==> config.mk <==
export PLATFORM = sky130hd
export DESIGN_NAME = ann_layer_sequencer_flat
export DESIGN_NICKNAME = d
export VERILOG_FILES = /design/src/rtl/ann_layer_sequencer_if.sv /design/src/rtl/ann_layer_sequencer.sv /design/src/flat_wrapper.sv
export SDC_FILE = /design/constraint.sdc
export NUM_CORES = 1
export LEC_CHECK = 0
export ABC_AREA = 0
export BUFFER_PORTS_ARGS = -buffer_cell sky130_fd_sc_hd__buf_2
export CAP_MARGIN = 5
export CORE_MARGIN = 5
export CORE_UTILIZATION = 47
export DETAILED_ROUTE_END_ITERATION = 12
export MAX_ROUTING_LAYER = met4
export PLACE_DENSITY = 0.85
export SYNTH_ARGS = -nofsm -noshare
export SYNTH_HDL_FRONTEND = slang
export SYNTH_SLANG_ARGS = --single-unit
==> constraint.sdc <==
create_clock -name clk -period 1.11 [get_ports clk]
set_input_delay 0.333 -clock clk [delete_from_list [all_inputs] [get_ports clk]]
set_output_delay 0.333 -clock clk [all_outputs]
set_load 0.02 [all_outputs]
==> src/rtl/ann_layer_sequencer_if.sv <==
// rtl/ann_layer_sequencer_if.sv - loader/datapath handshake bundle for the ANN layer sequencer
//
// Purpose: groups the loader handshake and the MAC datapath controls driven by
// the layer sequencer.
// Ports (by modport):
//   master (sequencer): in  image_weights_loaded
//                       out request_coef, coef_select, mac_clear, mac_en,
//                           input_addr, node_sel, layer_idx, node_latch,
//                           done_processing, busy
//   slave  (loader/datapath side): the same signals with directions reversed
interface ann_layer_sequencer_if #(
  parameter int NUM_INPUTS = 64,
  parameter int NUM_NODES  = 16,
  parameter int NUM_LAYERS = 4
);
  logic                          image_weights_loaded;
  logic                          request_coef;
  logic                          coef_select;
  logic                          mac_clear;
  logic                          mac_en;
  logic [$clog2(NUM_INPUTS)-1:0] input_addr;
  logic [$clog2(NUM_NODES)-1:0]  node_sel;
  logic [$clog2(NUM_LAYERS)-1:0] layer_idx;
  logic                          node_latch;
  logic                          done_processing;
  logic                          busy;

  modport master (
    input  image_weights_loaded,
    output request_coef, coef_select, mac_clear, mac_en, input_addr,
           node_sel, layer_idx, node_latch, done_processing, busy
  );

  modport slave (
    output image_weights_loaded,
    input  request_coef, coef_select, mac_clear, mac_en, input_addr,
           node_sel, layer_idx, node_latch, done_processing, busy
  );
endinterface

==> src/rtl/ann_layer_sequencer.sv <==
// rtl/ann_layer_sequencer.sv - control FSM stepping the ANN MAC datapath through nodes and layers
//
// Purpose: for every layer, for every node: clear the accumulator, accumulate
// NUM_INPUTS products, latch the node result. Between layers it requests the
// next coefficient bank and waits for the loader; after the last layer it
// pulses done_processing.
// Ports:
//   clk  - system clock, rising-edge state updates
//   rst  - asynchronous active-high reset
//   bus  - ann_layer_sequencer_if.master (loader handshake + datapath controls)
module ann_layer_sequencer #(
  parameter int NUM_INPUTS = 64,
  parameter int NUM_NODES  = 16,
  parameter int NUM_LAYERS = 4
) (
  input  logic                   clk,
  input  logic                   rst,
  ann_layer_sequencer_if.master  bus
);

  localparam int IW = $clog2(NUM_INPUTS);
  localparam int NW = $clog2(NUM_NODES);
  localparam int LW = $clog2(NUM_LAYERS);

  localparam logic [IW-1:0] LAST_INPUT = IW'(NUM_INPUTS - 1);
  localparam logic [NW-1:0] LAST_NODE  = NW'(NUM_NODES - 1);
  localparam logic [LW-1:0] LAST_LAYER = LW'(NUM_LAYERS - 1);

  localparam logic [2:0] ST_IDLE  = 3'd0;
  localparam logic [2:0] ST_CLEAR = 3'd1;
  localparam logic [2:0] ST_ACCUM = 3'd2;
  localparam logic [2:0] ST_LATCH = 3'd3;
  localparam logic [2:0] ST_REQ   = 3'd4;
  localparam logic [2:0] ST_DONE  = 3'd5;

  logic [2:0]    state;
  logic [IW-1:0] input_addr_q;
  logic [NW-1:0] node_q;
  logic [LW-1:0] layer_q;
  logic          coef_q;

  always_ff @(posedge clk or posedge rst) begin
    if (rst) begin
      state        <= ST_IDLE;
      input_addr_q <= '0;
      node_q       <= '0;
      layer_q      <= '0;
      coef_q       <= 1'b0;
    end else begin
      case (state)
        ST_IDLE: begin
          if (bus.image_weights_loaded) begin
            state        <= ST_CLEAR;
            input_addr_q <= '0;
            node_q       <= '0;
            layer_q      <= '0;
            coef_q       <= 1'b0;
          end
        end
        ST_CLEAR: begin
          input_addr_q <= '0;
          state        <= ST_ACCUM;
        end
        ST_ACCUM: begin
          // Hold on the last index rather than wrapping so the datapath never
          // sees an out-of-range address in the transition cycle.
          if (input_addr_q == LAST_INPUT) begin
            state <= ST_LATCH;
          end else begin
            input_addr_q <= input_addr_q + 1'b1;
          end
        end
        ST_LATCH: begin
          input_addr_q <= '0;
          if (node_q != LAST_NODE) begin
            node_q <= node_q + 1'b1;
            state  <= ST_CLEAR;
          end else if (layer_q == LAST_LAYER) begin
            state <= ST_DONE;
          end else begin
            state <= ST_REQ;
          end
        end
        ST_REQ: begin
          // The bank flips on each accepted handshake, so the loader always
          // fills the bank not currently feeding the datapath.
          if (bus.image_weights_loaded) begin
            coef_q  <= ~coef_q;
            layer_q <= layer_q + 1'b1;
            node_q  <= '0;
            state   <= ST_CLEAR;
          end
        end
        ST_DONE: begin
          input_addr_q <= '0;
          node_q       <= '0;
          layer_q      <= '0;
          coef_q       <= 1'b0;
          state        <= ST_IDLE;
        end
        default: begin
          state <= ST_IDLE;
        end
      endcase
    end
  end

  // Every output is a decode of registered state, so the loader input has no
  // combinational path to any output.
  assign bus.busy            = (state != ST_IDLE);
  assign bus.mac_clear       = (state == ST_CLEAR);
  assign bus.mac_en          = (state == ST_ACCUM);
  assign bus.node_latch      = (state == ST_LATCH);
  assign bus.request_coef    = (state == ST_REQ);
  assign bus.done_processing = (state == ST_DONE);
  assign bus.input_addr      = input_addr_q;
  assign bus.node_sel        = node_q;
  assign bus.layer_idx       = layer_q;
  assign bus.coef_select     = coef_q;

endmodule

==> src/flat_wrapper.sv <==
// flat-port wrapper written by rule: the top's interface ports become plain ports
module ann_layer_sequencer_flat 
#(
  parameter int NUM_INPUTS = 64,
  parameter int NUM_NODES  = 16,
  parameter int NUM_LAYERS = 4
)
  (clk, rst, bus_image_weights_loaded, bus_request_coef, bus_coef_select, bus_mac_clear, bus_mac_en, bus_input_addr, bus_node_sel, bus_layer_idx, bus_node_latch, bus_done_processing, bus_busy);
  ann_layer_sequencer_if #(.NUM_INPUTS(NUM_INPUTS), .NUM_NODES(NUM_NODES), .NUM_LAYERS(NUM_LAYERS)) bus_i ();
  input  logic clk;
  input  logic rst;
  input wire logic [$bits(bus_i.image_weights_loaded)-1:0] bus_image_weights_loaded;
  output wire logic [$bits(bus_i.request_coef)-1:0] bus_request_coef;
  output wire logic [$bits(bus_i.coef_select)-1:0] bus_coef_select;
  output wire logic [$bits(bus_i.mac_clear)-1:0] bus_mac_clear;
  output wire logic [$bits(bus_i.mac_en)-1:0] bus_mac_en;
  output wire logic [$bits(bus_i.input_addr)-1:0] bus_input_addr;
  output wire logic [$bits(bus_i.node_sel)-1:0] bus_node_sel;
  output wire logic [$bits(bus_i.layer_idx)-1:0] bus_layer_idx;
  output wire logic [$bits(bus_i.node_latch)-1:0] bus_node_latch;
  output wire logic [$bits(bus_i.done_processing)-1:0] bus_done_processing;
  output wire logic [$bits(bus_i.busy)-1:0] bus_busy;
  assign bus_i.image_weights_loaded = bus_image_weights_loaded;
  assign bus_request_coef = bus_i.request_coef;
  assign bus_coef_select = bus_i.coef_select;
  assign bus_mac_clear = bus_i.mac_clear;
  assign bus_mac_en = bus_i.mac_en;
  assign bus_input_addr = bus_i.input_addr;
  assign bus_node_sel = bus_i.node_sel;
  assign bus_layer_idx = bus_i.layer_idx;
  assign bus_node_latch = bus_i.node_latch;
  assign bus_done_processing = bus_i.done_processing;
  assign bus_busy = bus_i.busy;
  ann_layer_sequencer #(.NUM_INPUTS(NUM_INPUTS), .NUM_NODES(NUM_NODES), .NUM_LAYERS(NUM_LAYERS)) u_core (.clk(clk), .rst(rst), .bus(bus_i));
endmodule
==> results.md, run 1 <==
* Largest family of logic cells by synthesized area: compound AO/OA/AOI/OAI gates
* Syn Area/Cell at between 9 and 10 um^2
* Placed cell area at roughly 1300 um^2
* XOR/XNOR Fraction of Synth Area at 0
* Complex-gate fraction of the synthesized area at 0.244
* Sequential area share after synthesis at 0.407
* Die width at approximately 56 um
* Gpl congestion at 0.960
* I/O Buffers at 21
* Worst EP Category: output port
* Setup WS pre-CTS at -245 ps
* Largest net degree at the start of global routing at 17
* Post-Synthesis Net Count at between 100 and 150
* Post-Syn Area at slightly below 1000 um^2
* Register bit total from synthesis at 16
* Ys Warns at 0
* Io pins at 22
* CTS H-tree lvls at 1
* Clock sink count at 16
* Root Buffer: clkbuf_4
* GRT repair_timing worst endpoint: bus_busy
* Simple-gate share of the synthesized area at 0.197
* Halt Stage: 5_1_grt
* Row cnt at 16
* Most used DFF post-synth: dfrtp_1
* HPWL after DPL at 1.93 mm
* Distinct cells, synth at 35
* Outcome: aborted with a tool error
* Post-synth EDFFs at 0
* Error: [ERROR DPL-0038] Utilization greater than 100%, impossible to legalize
* Adder-cell share of the synthesized area at 0.0381
* Clock Path Buffers at 2
* Ys async rst share at 1.00
* Number of buffers created by CTS at 3
* Mux cell area share after synthesis at 0.0343
* Placed cells at between 150 and 200
* Die Y at roughly 56 um
* Post-Syn Instances at 99
* Initial Utilization at 0.497
per-stage QoR:
stage | utilization | hold slack (ps)
3_3_place_gp | 0.670 | 351
3_5_place_dp | 0.670 | 352
4_1_cts | 0.890 | 23.8
2_1_floorplan | - | 246
Yosys cell counts (2+ instances only):
master	number	area [um^2]
buf_4	2	15.0
a21oi_1	5	25.0
buf_6	3	33.8
mux2i_1	2	20.0
nand3_1	9	45.0
ha_1	3	37.5
nand2b_1	3	18.8
dfrtp_1	16	400
nor2_1	3	11.3
o2bb2a_4	2	40.0
o21ai_0	3	15.0
inv_1	7	26.3
a211oi_2	2	25.0
and3_1	3	18.8
nand2_1	7	26.3
o21ai_1	6	30.0
o31ai_1	5	37.5
what timing repair did:
action / CTS
endpoints found under the hold margin: 0
hold buffers: 0
resized for setup: 68
setup endpoints to repair: 34
buffers inserted: 23
pin swaps: 6
logic make-up after synthesis:
kind of cell / count (synthesis)
multiplexers: 3
AO/OA/AOI/OAI: 31
AND/OR/NAND/NOR: 33
buffers and inverters: 13
flip-flops: 16
adder cells (fa/ha/maj): 3
==> inputs of run 2 (changes only) <==
--- a/config.mk
+++ b/config.mk
@@ -8,11 +8,10 @@
 export ABC_AREA = 0
 export BUFFER_PORTS_ARGS = -buffer_cell sky130_fd_sc_hd__buf_2
 export CAP_MARGIN = 5
-export CORE_MARGIN = 5
-export CORE_UTILIZATION = 47
+export CORE_AREA = 5 5 66 68
 export DETAILED_ROUTE_END_ITERATION = 12
-export MAX_ROUTING_LAYER = met4
-export PLACE_DENSITY = 0.85
+export DIE_AREA = 0 0 71 73
+export PLACE_DENSITY_LB_ADDON = 0.15
 export SYNTH_ARGS = -nofsm -noshare
 export SYNTH_HDL_FRONTEND = slang
 export SYNTH_SLANG_ARGS = --single-unit
==> constraint.sdc (replaced) <==
create_clock -name clk -period 1.4 [get_ports clk]
set_input_delay 0.42 -clock clk [delete_from_list [all_inputs] [get_ports clk]]
set_output_delay 0.42 -clock clk [all_outputs]
set_load 0.02 [all_outputs]
==> results.md, run 2 <==
* Post-Syn Area at 985 um^2 (unchanged)
* DRT Pass-1 Iters at 4
* Critical Path Start Type: flip-flop
* Worst-Skew Late Latency at 250 ps
* Grt peak-use layer: met2
* Final Worst Setup Slack at -169 ps
* GRT Total Usage at 0.105
* Clock Path Buffers at 2 (unchanged)
* Antenna cells at 0
* CTS H-tree lvls at 1 (unchanged)
* Slew at the pin closest to its max-slew limit at between 200 and 300 ps
* Most frequent cells in the layout: buf_4 (18), buf_2 (15), dfrtp_1 (13)
* CP peak stage delay at between 400 and 500 ps
* Power density cells at ~1700 nW/um^2
* Slowest stage cell, crit path: dfrtp_2
* WL final at 2.57 mm
* Worst Path Required at roughly 980 ps
* Final-report hold violation count at 0
* Failing checks: negative setup slack
* Post-detailed-route count of antenna-violating nets at 0
* Syn Area/Cell at 9.95 um^2 (unchanged)
* CP Class: reg -> out
* Vias/cell at 4.64
* Final critical-path required period at approximately 1600 ps
* Non-Filler Instances at roughly 190
* Root Buffer: clkbuf_8
* Period utilization at 1.12
* Outcome: complete, but fails checks
* Placed cells at 181 (+8.4%)
* Layout Area Growth over Synthesis at 40.5%
* Final instance area at roughly 1400 um^2
* Die Y at 73 um (+31%)
* Setup WS pre-CTS at 32.8 ps (+278 ps)
* Post-synth EDFFs at 0 (unchanged)
* Largest net degree at the start of global routing at 17
* Io pins at 22 (unchanged)
* Internal cell power at 1370 uW
* HP Class: in -> async
* Clock Power Share at 0.156
* Gpl congestion at 0.771 (-20%)
* Final setup violation count at 6
* Reg clk slew, reported paths at around 70 ps
* Core ar. at 3800 um^2
* Most frequent cell after synthesis: dfrtp_1
* Sequential area share after synthesis at 0.407 (unchanged)
* Combinational share of power at 0.550
* Switching Power at 976 uW
* Post-Synthesis Net Count at 105 (unchanged)
* Post-synth top cells: dfrtp_1 (16), nand3_1 (9), inv_1 (7), nand2_1 (7), o21ai_1 (6)
* VDD IR max at ~0.53 mV
* Reg power frac at 0.294
* Max Clock Freq at about 0.64 GHz
* Most used DFF post-synth: dfrtp_1
* Ys Warns at 0 (unchanged)
* Reg2reg start: u_core.state[0]$_DFFE_PP0P_
* Met3 GRT Util at 0.0303
* First-pass GRT wire length at ~4.3 mm
* Distinct cells, synth at 35 (unchanged)
* Dominant cell type by area after synthesis: dfrtp_1
* Worst r2r dst: u_core.bus.input_addr[1]$_DFFE_PP0P_
* RSZ-0062 raised after global routing: true
* Top post-synthesis cells by area: dfrtp_1 (41%), nand3_1 (4.6%), o2bb2a_4 (4.1%)
* Design Power at around 2300 uW
* I/O Buffers at 21 (unchanged)
* Share of layout cells above drive strength 1 at 0.478
* Clk_skew at approximately 1.3 ps
* Largest register FFs at 6
* Crit path DAT at roughly 1200 ps
* Met1 Usage GRT at 0.141
* Commonest non-fill, non-tap cell in the layout: buf_4
* Initial antenna violation count at 0
* Row cnt at 23 (+7)
* Crit. End Element: output port
* Lkg Pwr at ~0.00065 uW
* CP Cell Sequence: nor3b_4 > buf_6
* Max-slew violation count at 0
* Max_slew headroom at 0.819
* Post-Syn Instances at 99 (unchanged)
* Synth top area share at 0.407 (unchanged)
* Number of buffers created by CTS at 3 (unchanged)
* Ys async rst share at 1.00 (unchanged)
* Initial DRC Count at 30
* Max Cap Viol at 0
* Vias at approximately 860
* Avg WL per Cell at around 14 um
* Fill count at slightly above 400
* R2R setup slack at 70 ps
* Initial Utilization at 0.259 (-0.238)
* Reg2reg path depth at 4
* Die width at 71 um (+27%)
* Placed cell area at 1220 um^2 (-7.9%)
* Vias in the first global route at 886
* Hold-fix buffers, CTS at 0 (unchanged)
* Crit path max fanout at 6
* Clock sink count at 16 (unchanged)
* Grt total ovfl at 0
* # DRC at 0
* Sw frac at 0.416
* Register bit total from synthesis at 16 (unchanged)
* HPWL after DPL at 1.92 mm (-0.40%)
* Net count, final at around 140
* Core Util, Final at 0.364
* Crit path launch: u_core.state[0]$_DFFE_PP0P_
* Die area at ~5200 um^2
* CTS tree: built
* Met2 Use GR at 0.165
## run 2: layout make-up
cell class | instances | area (um^2) | share of cell area
repair buffers | 39 | 278 | 0.201
multi-input cells | 70 | 568 | 0.410
flip-flops and latches | 16 | 404 | 0.292
clock buffers | 3 | 41.3 | 0.0298
inverters | 8 | 30.0 | 0.0217
well taps | 50 | 62.6 | 0.0452
## run 2: how the worst max path moves through the flow
stage          slack [ps]             endpoint  depth (start not counted)
3_5_place_dp           30        bus_mac_clear                          3
4_1_cts              -180           bus_mac_en                          2
6_report             -170           bus_mac_en                          2
2_1_floorplan           2  bus_done_processing                          3
3_3_place_gp           -1        bus_mac_clear                          3
5_1_grt              -220           bus_mac_en                          2
## run 2: metal layers
layer  routed length [um]  part of all wire
met1                 1240              0.48
met4                   22            0.0086
met3                  108             0.042
met2                 1200              0.47
met5                    0                 0
## run 2: power groups by stage
stage | Combinational [uW] | Clock [uW] | Sequential (uW)
global placement | 1090 | 0 | 671
detailed placement | 1080 | 0 | 678
floorplan | 657 | 0 | 704
finish | 1290 | 365 | 690
global route | 1400 | 398 | 709
CTS | 1260 | 374 | 688
## run 2: critical path, delay by kind of cell, from the launching register on
family / cells / cell delay (ps)
buffers and inverters: 1 / 150
DFF: 1 / 480
and+or+nand+nor: 1 / 260
## run 2: cell families (layout without fill, tap and decap cells)
logic type	after synthesis	count (layout)	synth area share
simple gates	33	33	0.197
buf+inv	13	50	0.0800
fa+ha+maj	3	3	0.0381
compound gates	31	31	0.244
flops	16	16	0.407
mux	3	3	0.0343
## run 2: stage by stage
stage	setup TNS, ps	hold slack [ps]
5_1_grt	-1170	187
3_3_place_gp	-1.41	448
4_1_cts	-914	173
2_1_floorplan	0	334
6_report	-858	164
3_5_place_dp	0	452
## run 2: timing repair
item	4_1_cts	5_1_grt
resized for setup	24	7
setup endpoints to repair	6	13
setup buffers	2	0
pin swaps	4	0
(Power assumes the default switching activity.)
